### config.mk
export PLATFORM = sky130hd
export DESIGN_NAME = mips_fetch
export DESIGN_NICKNAME = d
export VERILOG_FILES = /design/src/rtl/mips_fetch.sv
export SDC_FILE = /design/constraint.sdc
export NUM_CORES = 1
export LEC_CHECK = 0
export BUFFER_PORTS_ARGS = -buffer_cell sky130_fd_sc_hd__clkbuf_2
export CAP_MARGIN = 20
export CORE_MARGIN = 8
export CORE_UTILIZATION = 24
export DETAILED_ROUTE_END_ITERATION = 6
export HOLD_SLACK_MARGIN = 0.05
export PLACE_DENSITY_LB_ADDON = 0.1
export SLEW_MARGIN = 20
export SYNTH_ARGS = -nofsm -noshare
export SYNTH_HDL_FRONTEND = slang
export SYNTH_SLANG_ARGS = --single-unit
### constraint.sdc
create_clock -name clock -period 6.8 [get_ports clock]
set_input_delay 1.02 -clock clock [delete_from_list [all_inputs] [get_ports clock]]
set_output_delay 1.02 -clock clock [all_outputs]
set_load 0.1 [all_outputs]
### src/rtl/mips_fetch.sv
// -----------------------------------------------------------------------------
// mips_fetch
//
// Instruction-fetch stage feeding mips_decode. Holds the PC, issues word
// requests to instruction memory over a valid/ready handshake, buffers the
// in-order responses in a DEPTH-entry FIFO and presents {inst, inst_pc} to
// the decode stage over a second valid/ready handshake. Redirect targets are
// computed from the decoder's control_type encoding.
//
// Parameters
//   DEPTH     FIFO entries; also the cap on outstanding + stale + occupancy
//   RESET_PC  PC value after reset
//
// Ports
//   clock, reset        clock; asynchronous active-high reset
//   imem_req_valid/ready, imem_addr     request channel to instruction memory
//   imem_resp_valid/data                in-order response channel
//   inst_valid/ready, inst, inst_pc     FIFO head towards decode
//   redirect_type/base/imm/jidx/reg     single-cycle redirect from decode
//                                       (00 none, 01 branch, 10 jump, 11 jr)
//   fetch_except                        misaligned redirect target flag
//
// Optional feature
//   FETCH_ALIGN_CHECK_EN  when defined, a misaligned redirect target raises
//                         fetch_except and halts fetching until an aligned
//                         redirect arrives. When undefined the target's low
//                         two bits are forced to zero and fetch_except is 0.
// -----------------------------------------------------------------------------
module mips_fetch #(
    parameter int          DEPTH    = 2,
    parameter logic [31:0] RESET_PC = 32'h0040_0000
) (
    input  logic        clock,
    input  logic        reset,
    output logic        imem_req_valid,
    input  logic        imem_req_ready,
    output logic [31:0] imem_addr,
    input  logic        imem_resp_valid,
    input  logic [31:0] imem_resp_data,
    output logic        inst_valid,
    input  logic        inst_ready,
    output logic [31:0] inst,
    output logic [31:0] inst_pc,
    input  logic [1:0]  redirect_type,
    input  logic [31:0] redirect_base,
    input  logic [15:0] redirect_imm,
    input  logic [25:0] redirect_jidx,
    input  logic [31:0] redirect_reg,
    output logic        fetch_except
);

    localparam int             CW      = $clog2(DEPTH + 1);
    localparam int             PW      = (DEPTH > 1) ? $clog2(DEPTH) : 1;
    localparam logic [CW+1:0]  L_DEPTH = (CW + 2)'(DEPTH);
    localparam logic [PW-1:0]  L_LAST  = PW'(DEPTH - 1);

    // Architectural state
    logic [31:0]   r_pc;          // address of the next request
    logic [31:0]   r_resp_pc;     // PC belonging to the next live response
    logic [CW-1:0] r_outstanding; // live requests awaiting a response
    logic [CW-1:0] r_stale;       // requests whose responses must be dropped
    logic [CW-1:0] r_count;       // FIFO occupancy
    logic [PW-1:0] r_rd_ptr;
    logic [PW-1:0] r_wr_ptr;

    // FIFO storage (no reset; outputs are masked while empty)
    logic [31:0]   r_mem_inst [DEPTH];
    logic [31:0]   r_mem_pc   [DEPTH];

    logic [CW+1:0] w_inflight;
    logic          w_halted;
    logic          w_req_valid;
    logic          w_req_fire;
    logic          w_redirect;
    logic          w_live_resp;
    logic          w_resp_stale;
    logic          w_push;
    logic          w_pop;
    logic          w_inst_valid;
    logic [31:0]   w_target_raw;
    logic [31:0]   w_target;

`ifdef FETCH_ALIGN_CHECK_EN
    logic          r_halted;
    logic          r_except;
    logic          w_misaligned;

    assign w_target     = w_target_raw;
    assign w_misaligned = (w_target_raw[1:0] != 2'b00);
    assign w_halted     = r_halted;
    assign fetch_except = r_except;
`else
    assign w_target     = w_target_raw & 32'hFFFF_FFFC;
    assign w_halted     = 1'b0;
    assign fetch_except = 1'b0;
`endif

    function automatic logic [PW-1:0] ptr_inc(input logic [PW-1:0] p);
        return (p == L_LAST) ? '0 : p + PW'(1);
    endfunction

    // Redirect target, decoded from the decoder's control_type
    always_comb begin
        w_target_raw = redirect_reg;
        case (redirect_type)
            2'b01:   w_target_raw = redirect_base + {{14{redirect_imm[15]}}, redirect_imm, 2'b00};
            2'b10:   w_target_raw = {redirect_base[31:28], redirect_jidx, 2'b00};
            default: w_target_raw = redirect_reg;
        endcase
    end

    // Credit: every accepted request needs a FIFO slot reserved until its
    // response has been either dropped or popped, so the sum is bounded.
    assign w_inflight   = (CW + 2)'(r_outstanding) + (CW + 2)'(r_stale) + (CW + 2)'(r_count);
    assign w_req_valid  = ~reset & ~w_halted & (w_inflight < L_DEPTH);
    assign w_req_fire   = w_req_valid & imem_req_ready;
    assign w_redirect   = (redirect_type != 2'b00);
    assign w_resp_stale = imem_resp_valid & (r_stale != '0);
    assign w_live_resp  = imem_resp_valid & (r_stale == '0);
    // A live response arriving together with a redirect belongs to the old
    // path and is never written.
    assign w_push       = w_live_resp & ~w_redirect;
    assign w_inst_valid = (r_count != '0);
    assign w_pop        = w_inst_valid & inst_ready;

    assign imem_req_valid = w_req_valid;
    assign imem_addr      = r_pc & 32'hFFFF_FFFC;
    assign inst_valid     = w_inst_valid;
    assign inst           = w_inst_valid ? r_mem_inst[r_rd_ptr] : 32'h0;
    assign inst_pc        = w_inst_valid ? r_mem_pc[r_rd_ptr]   : 32'h0;

    always_ff @(posedge clock or posedge reset) begin
        if (reset) begin
            r_pc          <= RESET_PC;
            r_resp_pc     <= RESET_PC;
            r_outstanding <= '0;
            r_stale       <= '0;
            r_count       <= '0;
            r_rd_ptr      <= '0;
            r_wr_ptr      <= '0;
`ifdef FETCH_ALIGN_CHECK_EN
            r_halted      <= 1'b0;
            r_except      <= 1'b0;
`endif
        end else if (w_redirect) begin
            r_pc          <= w_target;
            r_resp_pc     <= w_target;
            // Everything still in flight after this cycle belongs to the old
            // path: previous stale + live outstanding + this cycle's request,
            // minus whichever response (stale or live) arrives right now.
            r_stale       <= r_stale + r_outstanding + CW'(w_req_fire) - CW'(imem_resp_valid);
            r_outstanding <= '0;
            r_count       <= '0;
            r_rd_ptr      <= '0;
            r_wr_ptr      <= '0;
`ifdef FETCH_ALIGN_CHECK_EN
            r_halted      <= w_misaligned;
            r_except      <= w_misaligned;
`endif
        end else begin
            if (w_req_fire) begin
                r_pc <= r_pc + 32'd4;
            end
            r_outstanding <= r_outstanding + CW'(w_req_fire) - CW'(w_live_resp);
            if (w_resp_stale) begin
                r_stale <= r_stale - CW'(1);
            end
            if (w_push) begin
                r_resp_pc <= r_resp_pc + 32'd4;
                r_wr_ptr  <= ptr_inc(r_wr_ptr);
            end
            if (w_pop) begin
                r_rd_ptr <= ptr_inc(r_rd_ptr);
            end
            r_count <= r_count + CW'(w_push) - CW'(w_pop);
        end
    end

    always_ff @(posedge clock) begin
        if (w_push) begin
            r_mem_inst[r_wr_ptr] <= imem_resp_data;
            r_mem_pc[r_wr_ptr]   <= r_resp_pc;
        end
    end

endmodule
==> results of run 1 <==
Yosys cell counts, drive strengths merged (9+ instances only):
master | n | share of area (%)
a211oi | 17 | 1.2
a21o | 13 | 0.91
a21oi | 67 | 3.1
a31oi | 19 | 1.1
and2 | 9 | 0.53
and3 | 13 | 0.76
buf | 11 | 0.56
clkbuf | 36 | 1.3
dfrtp | 66 | 15
edfxtp | 124 | 35
ha | 43 | 5.0
inv | 33 | 1.1
mux2i | 63 | 5.9
nand2 | 86 | 3.0
nand2b | 12 | 0.70
nand3 | 30 | 1.4
nand4 | 18 | 1.0
nor2 | 129 | 4.5
nor3 | 23 | 1.1
o21ai | 45 | 2.1
or3 | 11 | 0.64
xnor2 | 31 | 2.5
xor2 | 19 | 1.5
through the flow:
step / util [%] / hold slack [ps] / std cells / total power, mW / setup WS, ps
6_report: 29.91 / 507.8 / 1869 / 3.509 / 2748
5_1_grt: 29.91 / 527.7 / 1869 / 3.698 / 2497
4_1_cts: 29.91 / 506.7 / 1869 / 3.573 / 2705
3_5_place_dp: 28.55 / 489.2 / 1837 / 2.496 / 2282
3_3_place_gp: 28.55 / 480.4 / 1837 / 2.495 / 2270
2_1_floorplan: - / 456.1 / 1045 / 2.202 / 241.0
power breakdown:
part,internal [mW],switching (mW),leakage [nW]
sequential,1.36,0.114,1.96
clock,0.614,0.437,0.291
combinational,0.269,0.720,2.97
worst max-delay path, cell delays in order:
cell and delay (ps):
sky130_fd_sc_hd__clkbuf_2 80, sky130_fd_sc_hd__ha_1 160, sky130_fd_sc_hd__inv_1 50, sky130_fd_sc_hd__fa_1 400
sky130_fd_sc_hd__nand2b_1 180, sky130_fd_sc_hd__a21oi_1 260, sky130_fd_sc_hd__o2111ai_1 270, sky130_fd_sc_hd__a211oi_1 780
sky130_fd_sc_hd__o21a_1 200, sky130_fd_sc_hd__nor3_1 50, sky130_fd_sc_hd__o311ai_0 720, sky130_fd_sc_hd__a22o_1 260
flip-flops by register name (all words and copies together), names as in the netlist:
name and cells:
r_count 2, r_wr_ptr 1, r_resp_pc 30, r_mem_inst 64
r_mem_pc 60, r_outstanding 2, r_stale 2, r_pc 30
r_rd_ptr 1
final timing paths:
| check | endpoint | cells after the start | start |
|---|---|---|---|
| worst max-delay path | r_pc[22] | 12 | redirect_base[2] |
| worst min-delay path | r_mem_pc[0][16] | 0 | r_resp_pc[16] |
| worst max register to register | r_pc[31] | 13 | r_count[1] |
| worst min register to register | r_mem_pc[0][16] | 0 | r_resp_pc[16] |
| max in group asynchronous | r_rd_ptr | 3 | reset |
| min in group asynchronous | r_pc[8] | 2 | reset |
layout make-up:
class,instances,area [um2]
sequential,192,5431
fill,4688,30990
inverter,34,127.6
clock inverter,11,162.7
multi-input combinational,772,5055
clock buffer,21,440.4
timing repair buffer,247,1269
tap,592,740.7
routing by layer:
metal | vias up | wire length (um) | global-route usage, % | share of wire [%]
met5 | - | 0 | 0 | 0
met4 | 0 | 620 | 4.111 | 1.7
met3 | 27 | 2029 | 3.711 | 5.6
met2 | 210 | 16460 | 21.67 | 45
met1 | 4162 | 17280 | 18.26 | 47
li1 | 4291 | - | - | -
cell families (layout without fill, tap and decap cells):
kind of cell	Yosys count	after routing
AND/OR/NAND/NOR	354	354
AO/OA/AOI/OAI	250	250
flip-flops	192	192
buffers and inverters	81	313
multiplexers	67	67
XOR/XNOR	50	50
adder cells (fa/ha/maj)	46	46
other	1	5
==> impl_metrics.ini, run 1 <==
[synthesis]
post_synth_num_cell_types = 72
synthArstFlopShare_pct = 35.42
synth.cell_area_um2 = 10770
synth_area_per_cell_um2 = 10.35
yosys.area_share.adder_pct = 5.552
synth-edff-count = 124
ys_dominant_reg_cell = sky130_fd_sc_hd__edfxtp_1
synth_top_family_by_area = compound AO/OA/AOI/OAI gates
synth.yosys.seq_area_share_pct = 50.39
synthMuxAreaShare_pct = 6.307
synth-compound-area-share_pct = 15.38
yosysWarningCount = 0
yosys.area_share.simple_pct = 15.27
synth_seq_cells = 192
synth_xor_xnor_area_share_pct = 4.066
synthesis.instances = 1041

[place]
dpl_cell_area_um2 = 12620
routabilityCongestion = 0.8150
io_buffers = 234
post_dp_hpwl_um = 27920

[grt]
number_of_global_route_vias_before_repair = 8990
grt_max_degree = 54
grt_first_pass_wirelength_um = 55820
antenna_found_initial = 0
gr-total-overflow = 0
gr-usage-all-layers_pct = 13.75

[flow_run]
maxCapViolations = 0

[drt]
first_pass_iters = 5
detail_route.drc_violations = 0
detail-route-antenna-nets = 0
detail_route.vias_per_cell = 4.650
routed_wire_length_per_instance_um = 19.47
detail_route.wirelength_um = 36390
dr.first_iter.drc_count = 437
detailroute.via_count = 8690

[final_layout]
area_growth_pct = 22.79
most_frequent_cells_in_the_layout = sky130_fd_sc_hd__clkbuf_2 (234), sky130_fd_sc_hd__nor2_1 (127), sky130_fd_sc_hd__edfxtp_1 (124)
antenna_cells_inserted = 0
layout_cell_share_with_drive_strength_beyond_1_pct = 23.26
nets = 1455
stdcell_area_um2 = 13230
mostFrequentLayoutCell = sky130_fd_sc_hd__clkbuf_2

[cts]
post_cts_resized = 0
postCtsSetupBuffers = 0
cts_root_buf = sky130_fd_sc_hd__clkbuf_16
holdBufCountCts = 0
h-tree-depth = 4
clock_latency_late_sink_ps = 440
clock-sinks = 192
tritoncts = yes
number_of_clock_buffers_inserted_by_tritoncts = 17
worst_setup_hold_path_clk_slew_ps = 70
clockBufferDepth = 2

[die]
core_region_area_um2 = 44220
dieArea_um2 = 51920
chipWidth_um = 227.9
placementRows = 77
initial_utilization_pct = 24.36
height_of_the_chip_um = 227.9
pin_count = 244

[timing]
final_worst_path_cycle_share_pct = 59.59
rsz0062_at_grt = false
period_needed_ps = 4052
setup_viol_count_final = 0
fmax_mhz = 246.8
normalized_max_slew_margin_pct = 26.81
timing_worst_slew_pin_value_ps = 1083
final-hold-violation-count = 0
setup-tns-final_ps = 0
clock-skew-final_ps = 15.80
final_max_slew_viol_count = 0

[power_and_ir_drop]
maximum_resistive_drop_on_vdd_mv = 0.1710
pwr_density_cell_nw_per_um2 = 265.3
leakagePower_nw = 5.221

[critical_path]
timing.critical_path.from_type = input pin
worstPathMaxFanout = 5
crit_type = in2reg
reg2reg_setup_slack_ps = 2850
end_kind = register
critical_path_arrival_ps = 4430
required_ps = 7180

[min_path]
worst_hold_check_path_type = reg2reg

[status]
outcome = finished clean
Note: power is estimated with default switching activity, not from simulation.
==> run 2, diff against run 1 <==
==> constraint.sdc (replaced) <==
create_clock -name clock -period 4.19 [get_ports clock]
set_input_delay 0.6285 -clock clock [delete_from_list [all_inputs] [get_ports clock]]
set_output_delay 0.6285 -clock clock [all_outputs]
set_load 0.1 [all_outputs]
==> run 2 against run 1 <==
Critical path depth is 1 higher. Cell area is 0.75% higher. Via count is 0.30% higher. Flip-flop and latch count stayed put. Final cell count is 0.59% higher. Count of clock-buffer cells in the layout is 3 lower. Clock power is 53% higher. Hold slack worse by 400 ps. Routed wire length hardly changed. First-iteration DRC count is 1.4% higher. Sequential power is 62% higher. Critical path type is now reg2reg.
==> impl_metrics.ini, run 2 (same netlist as run 1, synthesis figures left out) <==
[place]
routabilityCongestion = 0.7945
post_dp_hpwl_um = 28200
io_buffers = 234

[timing]
setup-tns-final_ps = 0
final-hold-violation-count = 0
rsz0062_at_grt = false
timing_worst_slew_pin_value_ps = 868.7
final_max_slew_viol_count = 0
fmax_mhz = 306.7
final_worst_path_cycle_share_pct = 77.82
fin_hold_ws_ps = 103.0
normalized_max_slew_margin_pct = 42.08
clock-skew-final_ps = 13.15
setup_viol_count_final = 0
period_needed_ps = 3261

[power_and_ir_drop]
leakagePower_nw = 5.290
pwr_density_cell_nw_per_um2 = 423.6
power.internal_mw = 3.539
net-switching-power_mw = 2.105
p_sw_share_pct = 37.29
p_clk_share_pct = 28.6
maximum_resistive_drop_on_vdd_mv = 0.2631
combinational_share_of_power_pct = 29.2
seqPwrFrac_pct = 42.2

[final_layout]
antenna_cells_inserted = 0
mostFrequentLayoutCell = sky130_fd_sc_hd__clkbuf_2
nets = 1466
area_growth_pct = 23.71
most_frequent_cells_in_the_layout = sky130_fd_sc_hd__clkbuf_2 (234), sky130_fd_sc_hd__nor2_1 (127), sky130_fd_sc_hd__edfxtp_1 (124)
layout_cell_share_with_drive_strength_beyond_1_pct = 24.38
reg_top3 = r_mem_inst x64, r_mem_pc x60
largest_register_ffs = 64
max_flop_register = r_mem_inst

[drt]
detailroute.wirelength.met3_um = 1917
detail_route.vias_per_cell = 4.636
detail-route-antenna-nets = 0
detailroute.via_count = 8716
dr.first_iter.drc_count = 443
drt-met1-wl_um = 17410
routed_wire_length_per_instance_um = 19.35
first_pass_iters = 5
detail_route.wirelength_um = 36380
top_layer_used = met5
detail_route.drc_violations = 0
route.met2.wl_um = 16420

[critical_path]
timing.critical_path.from_type = register
worstPathCellList = inv_1 > fa_1 > inv_1 > ha_1 > nor4b_4 > nand2_1 > inv_1 > nand2_1 > nor3_2 > nand4_1 > xnor2_1 > a21oi_1 > o21ai_0
required_ps = 4510
reg2reg_setup_slack_ps = 930
reg2reg_from = r_stale[1]
end_kind = register
slowest_cell_on_the_critical_path = sky130_fd_sc_hd__nor3_2
worstPathMaxFanout = 7
worstSetupStartpoint = r_stale[1]
worst_flop_to_flop_path_endpoint = r_pc[31]
ff2ff_path_depth = 13
crit_type = reg2reg
critical-path-max-stage-delay_ps = 540
crit_path_frequent_cell = sky130_fd_sc_hd__inv_1
critical_path_arrival_ps = 3580

[cts]
clockBufferDepth = 2
postCtsSetupBuffers = 0
clock-sinks = 192
worst_setup_hold_path_clk_slew_ps = 70
number_of_clock_buffers_inserted_by_tritoncts = 17
cts_root_buf = sky130_fd_sc_hd__clkbuf_16
post_cts_resized = 0
clock_latency_late_sink_ps = 440
tritoncts = yes
h-tree-depth = 4
holdBufCountCts = 0

[die]
pin_count = 244
core_region_area_um2 = 44220
dieArea_um2 = 51920
chipWidth_um = 227.9
placementRows = 77
initial_utilization_pct = 24.36
height_of_the_chip_um = 227.9

[flow_run]
maxCapViolations = 0

[grt]
grt_first_pass_wirelength_um = 56720
number_of_global_route_vias_before_repair = 9023
gr-usage-all-layers_pct = 13.94
antenna_found_initial = 1
grt_max_degree = 69
gr-total-overflow = 0

[min_path]
worst_hold_check_path_type = in2async

[status]
outcome = finished clean
==> run 2: worst max-delay path, delay by kind of cell (launching register included) <==
family          cells  cell delay, ps
simple gates        5            1320
buf+inv             3             240
fa+ha+maj           2             810
xor+xnor            1             160
flops               1             370
compound gates      2             230
==> run 2: power groups by stage <==
stage	Clock [mW]	Sequential [mW]	Combinational [mW]
2_1_floorplan	0	2.72	0.863
3_3_place_gp	0	2.42	1.66
3_5_place_dp	0	2.43	1.66
4_1_cts	1.69	2.39	1.67
5_1_grt	1.75	2.41	1.80
6_report	1.61	2.38	1.65
==> run 2: layout make-up <==
class,count,area [um2]
clock inverter,14,137.6
inverter,34,127.6
multi-input combinational,772,5070
tap,592,740.7
fill,4664,30900
sequential,192,5431
timing repair buffer,258,1389
clock buffer,18,429.2
==> run 2: metrics by stage <==
stage / cells / util, % / setup slack, ps / total power [mW] / area (um2)
6_report: 1880 / 30.13 / 929.3 / 5.644 / 13330
3_3_place_gp: 1848 / 28.85 / 671.2 / 4.083 / 12760
2_1_floorplan: 1045 / - / 151.1 / 3.585 / 10800
5_1_grt: 1880 / 30.13 / 635.1 / 5.962 / 13330
3_5_place_dp: 1848 / 28.85 / 627.4 / 4.089 / 12760
4_1_cts: 1880 / 30.13 / 840.0 / 5.743 / 13330
==> run 2: worst max path at each step <==
stage / endpoint / slack, ps / depth (start not counted)
6_report: r_pc[31] / 930 / 13
5_1_grt: r_pc[23] / 640 / 13
4_1_cts: r_pc[31] / 840 / 13
3_5_place_dp: r_resp_pc[27] / 630 / 10
3_3_place_gp: r_resp_pc[27] / 670 / 10
2_1_floorplan: r_pc[31] / 150 / 13
==> run 2: routing by layer <==
metal  GRT usage (%)  vias to the layer above
met1           18.92                     4140
li1                -                     4324
met3           3.251                       26
met4           4.211                        2
met2           21.83                      224
met5               0                        -
==> run 3, diff against run 2 <==
==> constraint.sdc (replaced) <==
create_clock -name clock -period 2.65 [get_ports clock]
set_input_delay 0.3975 -clock clock [delete_from_list [all_inputs] [get_ports clock]]
set_output_delay 0.3975 -clock clock [all_outputs]
set_load 0.1 [all_outputs]
==> run 3 against run 2 <==
The flow now finishes with violations (setup timing). Sequential share of layout area down 4.3 points. Die area unchanged. Routed wire length up 3.2%. Final cell count up 7.1%. Cell area up 12%. Hold slack worse by 32 ps. Power up 67%. Critical endpoint is now r_outstanding[1].
==> impl_metrics.ini, run 3 (same netlist as run 1, synthesis figures left out) <==
[critical_path]
timing.critical_path.from_type = register
worstPathMaxFanout = 3
crit_type = reg2reg
critical_path_arrival_ps = 3110
end_kind = register
required_ps = 2970

[cts]
worst_setup_hold_path_clk_slew_ps = 70
holdBufCountCts = 0
number_of_clock_buffers_inserted_by_tritoncts = 17
clockBufferDepth = 2
tritoncts = yes
clock-sinks = 192
clock_latency_late_sink_ps = 430
h-tree-depth = 4
cts_root_buf = sky130_fd_sc_hd__clkbuf_16

[place]
dpl_cell_area_um2 = 14050
routabilityCongestion = 0.8315
pre_cts_slack_ps = -501.5
io_buffers = 234
dp.cells = 1974
post_dp_hpwl_um = 29910

[final_layout]
area_growth_pct = 38.29
most_frequent_cells_in_the_layout = sky130_fd_sc_hd__clkbuf_2 (180), sky130_fd_sc_hd__buf_4 (152), sky130_fd_sc_hd__edfxtp_1 (124)
nets = 1599
max_flop_register = r_mem_inst
reg_top3 = r_mem_inst x64, r_mem_pc x60
final_cell_count_no_fill = 2013
antenna_cells_inserted = 0
layout_cell_share_with_drive_strength_beyond_1_pct = 38.56
layout.core_utilization_pct = 33.68
mostFrequentLayoutCell = sky130_fd_sc_hd__clkbuf_2
stdcell_area_um2 = 14900
largest_register_ffs = 64

[timing]
timing_worst_slew_pin_value_ps = 673.2
setup_slack_ps = -140.4
setup_viol_count_final = 10
rsz0062_at_grt = true
setup-tns-final_ps = -584.5
normalized_max_slew_margin_pct = 55.31
fin_hold_ws_ps = 71.08
clock-skew-final_ps = 14.43
final-hold-violation-count = 0
final_max_slew_viol_count = 0
period_needed_ps = 2790
final_worst_path_cycle_share_pct = 105.3
fmax_mhz = 358.4

[grt]
gr-total-overflow = 0
number_of_global_route_vias_before_repair = 9701
grt_first_pass_wirelength_um = 58640
global_route.usage.met1_pct = 18.75
grt_use_met2_pct = 23.53
gr-usage-all-layers_pct = 14.29
grtUsageMet3_pct = 3.611
antenna_found_initial = 0
grt_most_used_layer = met2
grt_max_degree = 69

[drt]
detail_route.drc_violations = 0
dr.first_iter.drc_count = 491
first_pass_iters = 5
detail_route.wirelength_um = 37560
detail-route-antenna-nets = 0
detailroute.via_count = 9218
detail_route.vias_per_cell = 4.579
routed_wire_length_per_instance_um = 18.66

[die]
height_of_the_chip_um = 227.9
chipWidth_um = 227.9
initial_utilization_pct = 24.36
pin_count = 244
dieArea_um2 = 51920
placementRows = 77
core_region_area_um2 = 44220

[power_and_ir_drop]
net-switching-power_mw = 3.413
seqPwrFrac_pct = 39.6
p_sw_share_pct = 36.16
combinational_share_of_power_pct = 32.6
maximum_resistive_drop_on_vdd_mv = 0.4071
p_clk_share_pct = 27.7
pwr_density_cell_nw_per_um2 = 633.7
design_power_total_mw = 9.439
leakagePower_nw = 6.083
power.internal_mw = 6.026

[min_path]
worst_hold_check_path_type = in2async

[flow_run]
maxCapViolations = 0

[status]
failed_checks = setup timing
outcome = finished with violations
run 3: metal layers:
layer  vias to the layer above  part of all wire [%]
met2                       221                    47
met3                        25                   5.5
li1                       4589                     -
met4                         0                   1.1
met1                      4383                    46
met5                         -                     0
run 3: what timing repair did:
| item | 4_1_cts | 5_1_grt |
|---|---|---|
| pin swaps | 5 | 14 |
| setup buffers | 2 | 5 |
| gates resized for setup | 12 | 78 |
| endpoints found under the setup margin | 21 | 59 |
| cloned | 0 | 0 |
run 3: cell type report:
type                       instances  area, um2
sequential                       192       5431
clock inverter                    11      137.6
clock buffer                      21      450.4
timing repair buffer             391       2519
tap                              592      740.7
fill                            4583      29330
multi-input combinational        772       5489
inverter                          34      127.6
run 3: critical path, cell delays in order, from the launching register on:
cell	delay [ps]
sky130_fd_sc_hd__dfrtp_1	360
sky130_fd_sc_hd__inv_2	50
sky130_fd_sc_hd__fa_1	550
sky130_fd_sc_hd__inv_2	50
sky130_fd_sc_hd__ha_4	210
sky130_fd_sc_hd__nor4b_4	300
sky130_fd_sc_hd__nand2_2	170
sky130_fd_sc_hd__buf_4	180
sky130_fd_sc_hd__ha_4	250
sky130_fd_sc_hd__inv_2	40
sky130_fd_sc_hd__ha_4	150
sky130_fd_sc_hd__xnor2_2	180
sky130_fd_sc_hd__xnor2_1	140
sky130_fd_sc_hd__nor2_1	60
run 3: final timing paths:
path / slack, ps / cells after the start / endpoint / start
max: -140 / 13 / r_outstanding[1] / r_count[1]
max reg2reg: -140 / 13 / r_outstanding[1] / r_count[1]
max in group asynchronous: 2180 / 3 / r_resp_pc[22] / reset
min in group clock: 160 / 1 / r_mem_inst[1][1] / imem_resp_data[1]
min: 70 / 3 / r_stale[0] / reset
min reg2reg: 520 / 0 / r_mem_pc[1][25] / r_resp_pc[25]
run 3: power by group through the flow:
| stage | Combinational (mW) | Sequential, mW | Clock [mW] |
|---|---|---|---|
| 6_report | 3.08 | 3.74 | 2.62 |
| 2_1_floorplan | 1.42 | 4.30 | 0 |
| 4_1_cts | 3.05 | 3.74 | 2.73 |
| 3_3_place_gp | 3.01 | 3.80 | 0 |
| 5_1_grt | 3.33 | 3.78 | 2.83 |
| 3_5_place_dp | 3.01 | 3.81 | 0 |
